$ cat src/rtl/delay_digit_scan.sv
// Purpose: 4-digit BCD delay setting adjusted by inc/dec pulses, scanned one digit at a time onto a shared 7-seg decoder.
// Latency: delay_bcd updates 1 cycle after a pulse; d/an follow 1 cycle later (all outputs registered).
// Backpressure: none; every inc/dec pulse is accepted, saturating at MIN_BCD/MAX_BCD.
module delay_digit_scan #(
  parameter int          SCAN_DIV = 100_000,
  parameter logic [15:0] INIT_BCD = 16'h0100,
  parameter logic [15:0] MIN_BCD  = 16'h0001,
  parameter logic [15:0] MAX_BCD  = 16'h9999
) (
  input  logic        clk,
  input  logic        reset,
  input  logic        inc,
  input  logic        dec,
  output logic [15:0] delay_bcd,
  output logic [3:0]  d,
  output logic [3:0]  an
);

  localparam int            TW        = (SCAN_DIV > 1) ? $clog2(SCAN_DIV) : 1;
  localparam logic [TW-1:0] TICK_LAST = TW'(SCAN_DIV - 1);

  logic [TW-1:0] tick;
  logic [1:0]    idx;
  logic [1:0]    idx_nxt;
  logic          tick_wrap;
  logic [15:0]   bcd_up;
  logic [15:0]   bcd_dn;
  logic [15:0]   delay_nxt;

  // BCD +1 and -1 with ripple carry/borrow through all four digits
  always_comb begin
    logic carry;
    logic borrow;
    bcd_up = delay_bcd;
    bcd_dn = delay_bcd;
    carry  = 1'b1;
    borrow = 1'b1;
    for (int i = 0; i < 4; i++) begin
      if (carry) begin
        if (delay_bcd[4*i +: 4] == 4'd9) begin
          bcd_up[4*i +: 4] = 4'd0;
        end else begin
          bcd_up[4*i +: 4] = delay_bcd[4*i +: 4] + 4'd1;
          carry = 1'b0;
        end
      end
      if (borrow) begin
        if (delay_bcd[4*i +: 4] == 4'd0) begin
          bcd_dn[4*i +: 4] = 4'd9;
        end else begin
          bcd_dn[4*i +: 4] = delay_bcd[4*i +: 4] - 4'd1;
          borrow = 1'b0;
        end
      end
    end
  end

  // Next delay value: only a lone pulse moves it, and never past the limits
  always_comb begin
    delay_nxt = delay_bcd;
    if (inc && !dec && (delay_bcd != MAX_BCD)) begin
      delay_nxt = bcd_up;
    end else if (dec && !inc && (delay_bcd != MIN_BCD)) begin
      delay_nxt = bcd_dn;
    end
  end

  // Scan index advances on the tick counter wrap; d/an are driven from the next index
  // so they stay aligned with each other
  always_comb begin
    tick_wrap = (tick == TICK_LAST);
    idx_nxt   = tick_wrap ? idx + 2'd1 : idx;
  end

  // State and registered outputs; d samples the current delay every cycle so a
  // mid-slot change shows up one cycle after delay_bcd
  always_ff @(posedge clk) begin
    if (reset) begin
      delay_bcd <= INIT_BCD;
      tick      <= '0;
      idx       <= 2'd0;
      an        <= 4'b1110;
      d         <= INIT_BCD[3:0];
    end else begin
      delay_bcd <= delay_nxt;
      tick      <= tick_wrap ? '0 : tick + TW'(1);
      idx       <= idx_nxt;
      an        <= ~(4'b0001 << idx_nxt);
      d         <= delay_bcd[{idx_nxt, 2'b00} +: 4];
    end
  end

endmodule

$ cat config.mk
export PLATFORM = sky130hd
export DESIGN_NAME = delay_digit_scan
export DESIGN_NICKNAME = d
export VERILOG_FILES = /design/src/rtl/delay_digit_scan.sv
export SDC_FILE = /design/constraint.sdc
export NUM_CORES = 1
export LEC_CHECK = 0
export ABC_AREA = 0
export CAP_MARGIN = 10
export CORE_MARGIN = 2
export CORE_UTILIZATION = 35
export CTS_CLUSTER_DIAMETER = 80
export DETAILED_ROUTE_END_ITERATION = 16
export PLACE_DENSITY = 0.63
export SLEW_MARGIN = 15
export SYNTH_ARGS = -nofsm -noshare
export SYNTH_HDL_FRONTEND = slang
export SYNTH_SLANG_ARGS = --single-unit
$ cat constraint.sdc
create_clock -name clk -period 4.7 [get_ports clk]
set_input_delay 0.705 -clock clk [delete_from_list [all_inputs] [get_ports clk]]
set_output_delay 0.705 -clock clk [all_outputs]
set_load 0.005 [all_outputs]
==> flow_metrics.env <==
export IMPL_status="finished clean"
export IMPL_crit_family="simple AND/OR/NAND/NOR gates"
export IMPL_grt_overflow=0
export IMPL_drv_cap=0
export IMPL_drt_total_wl_um=5672
export IMPL_gp_congestion=0.8653
export IMPL_row_count=30
export IMPL_synth_area_leaders="dfxtp_1 36%, nor2_1 5.3%, xor2_1 5.1%"
export IMPL_cts_tree="done"
export IMPL_synth_seq_cells=43
export IMPL_min_period_ps=2624
export IMPL_synth_most_common_cell="dfxtp_1"
export IMPL_avgViaCountPerCell=5.532
export IMPL_postCtsSetupBuffers=0
export IMPL_cp_arrival_ps=2810
export IMPL_n_antenna_cell=0
export IMPL_remaining_drc_errors=0
export IMPL_io_pins=28
export IMPL_syn_to_final_growth_pct=17.19
export IMPL_coreArea_mm2=0.006756
export IMPL_synth_top_cell_area_share_pct=35.52
export IMPL_critical_path_class="reg2reg"
export IMPL_fmax_mhz=381.1
export IMPL_rsz0062_at_grt="no"
export IMPL_grt_usage_pct=15.57
export IMPL_drt_iter0_drc=119
export IMPL_peakVddDrop_mv=0.1126
export IMPL_worst_path_max_delay_cell="nor4_1"
export IMPL_synthTopCellsByCount="43 x dfxtp_1, 34 x nor2_1, 18 x a21oi_1"
export IMPL_clkTransAtPathRegs_ps=90
export IMPL_drive_gt1_share_pct=6.984
export IMPL_synth_cell_type_count=56
export IMPL_cts_resized=0
export IMPL_synth_async_reset_ratio_pct=0
export IMPL_firstDrtPassIters=4
export IMPL_grt_pass1_vias=1949
export IMPL_fin_crit_sh_pct=55.82
export IMPL_synth_nets=303
export IMPL_antenna_found_initial=0
export IMPL_grt_pass1_wl_um=9508
export IMPL_slew_headroom_pct=42.55
export IMPL_clockRootBuffer="clkbuf_8"
export IMPL_finalHoldViolations=0
export IMPL_grt_use_met2_pct=23.32
export IMPL_crit_path_end_kind="flip-flop"
export IMPL_powerDensity_mw_per_mm2=288.9
export IMPL_syn_area_mm2=0.002424
export IMPL_cts_hold_repair_buffers=0
export IMPL_setup_tns_final_ps=0
export IMPL_initial_core_util_pct=35.87
export IMPL_ys_seq_area_share_pct=35.52
export IMPL_crit_path_max_fanout=5
export IMPL_design_area_mm2=0.002840
export IMPL_wl_per_cell_um=14.36
export IMPL_tightest_slew_ps=859.0
export IMPL_cts_max_path_buffers=2
export IMPL_worstPathRequired_ps=4880
export IMPL_crit_path_cell_trace="or4_4 -> nor4_1 -> mux2i_1 -> o22ai_1 -> a211oi_1"
export IMPL_ant_nets=0
export IMPL_fp_dieW_um=87.22
export IMPL_cts_htree_levels=2
export IMPL_dieHeight_um=87.22
export IMPL_vias=2185
export IMPL_met3_usage_pct=3.318
export IMPL_grt_max_degree=23
export IMPL_gr_usage_met1_pct=22.37
export IMPL_synth_cells=298
export IMPL_yosysTopAreaCell="dfxtp_1"
export IMPL_clkLatencyLatePin_ps=300
export IMPL_skew_ps=13.38
export IMPL_crit_buf_inv=0
export IMPL_hpwl_um=3968
export IMPL_cts_sinks=43
export IMPL_hold_path_class="reg2reg"
export IMPL_power_leakage_uw=0.0009900
export IMPL_synth_flop_cell="dfxtp_1"
export IMPL_finalSetupViolCount=0
export IMPL_slew_violations=0
export IMPL_slowest_delay_ps=670
export IMPL_placed_area_mm2=0.002728
export IMPL_die_area_mm2=0.007606
export IMPL_fin_nets=319
export IMPL_synth_warnings=0
export IMPL_cts_inserted_buffers=5
export IMPL_gr_max_usage_layer="met2"
export IMPL_synth_edff_count=0
export IMPL_portBuffers=27
export IMPL_start_kind="flip-flop"
export IMPL_syn_avg_cell_area_um2=8.133
==> state kept, by name (all words and copies together), names as in the netlist <==
| signal | flops |
|---|---|
| tick | 17 |
| delay_bcd | 16 |
| an | 4 |
| d | 4 |
| idx | 2 |
==> stage by stage <==
stage	util, %	instances	power, µW	hold slack, ps	setup slack, ps
after global placement	40.37	387	531.9	439.4	1943
after floorplan	-	298	488.2	429.7	2595
after CTS	42.04	395	824.1	475.9	2136
after global routing	42.04	395	860.1	498.9	1933
final	42.04	395	820.5	468.8	2076
after detailed placement	40.37	387	533.0	454.7	1890
==> final timing paths <==
| path | startpoint | endpoint | slack, ps | depth (start not counted) |
|---|---|---|---|---|
| min | tick[0]$_SDFF_PP0_ | tick[0]$_SDFF_PP0_ | 470 | 1 |
| max | tick[6]$_SDFF_PP0_ | d[2]$_SDFF_PP0_ | 2080 | 5 |
| min reg2reg | tick[0]$_SDFF_PP0_ | tick[0]$_SDFF_PP0_ | 470 | 1 |
| max reg2reg | tick[6]$_SDFF_PP0_ | d[2]$_SDFF_PP0_ | 2080 | 5 |
==> cell usage in the layout, fill, tap and decap left out, types with 3 or more instances in the layout <==
master and n:
a211oi_1 5, a21o_1 4, a21oi_1 18, a31oi_1 5
and2_1 4, and3_1 7, and4bb_2 4, clkbuf_8 5
clkdlybuf4s50_1 27, dfxtp_1 43, inv_1 11, mux2i_1 7
nand2_1 17, nand2b_1 4, nand3_1 13, nand4_1 7
nor2_1 34, nor2b_1 3, nor3_1 8, nor4_1 3
o211ai_1 4, o21ai_0 14, o22ai_1 6, xnor2_1 7
xor2_1 14
==> metal layers <==
| metal | part of all wire [%] | vias up |
|---|---|---|
| li1 | - | 1115 |
| met1 | 50 | 1011 |
| met2 | 44 | 57 |
| met3 | 5.6 | 2 |
| met4 | 0.48 | 0 |
| met5 | 0 | - |
==> layout make-up <==
type | count | area [µm²]
fillers | 687 | 3916
multi-input cells | 225 | 1448
flip-flops and latches | 43 | 860.8
repair buffers | 28 | 277.8
well taps | 80 | 100.1
clock buffers | 5 | 68.82
clock inverters | 3 | 43.79
inverters | 11 | 41.29
==> worst reg2reg max path: stages (launching register included) <==
cell and delay, ps:
dfxtp_1 370, or4_4 530, nor4_1 670, mux2i_1 470, o22ai_1 200, a211oi_1 280
==> cell families (layout without fill, tap and decap cells) <==
kind of cell               after synthesis  count (layout)  synth area share [%]
muxes                                    8               8                 3.356
buffers and inverters                   30              47                 4.750
and+or+nand+nor                        120             120                 27.26
AOI/OAI and AO/OA                       74              74                 19.88
DFF                                     43              43                 35.52
xor gates and xnor gates                22              22                 8.725
adders and majority gates                1               1                0.5162
==> power breakdown <==
part / leakage (µW) / switching [µW] / internal (µW)
sequential: 0.000349 / 29.7 / 377
clock: 0.0000581 / 137 / 158
combinational: 0.000583 / 60.0 / 58.6
total: 0.000990 / 226 / 594
No activity file was read; power rests on OpenSTA's default activity.
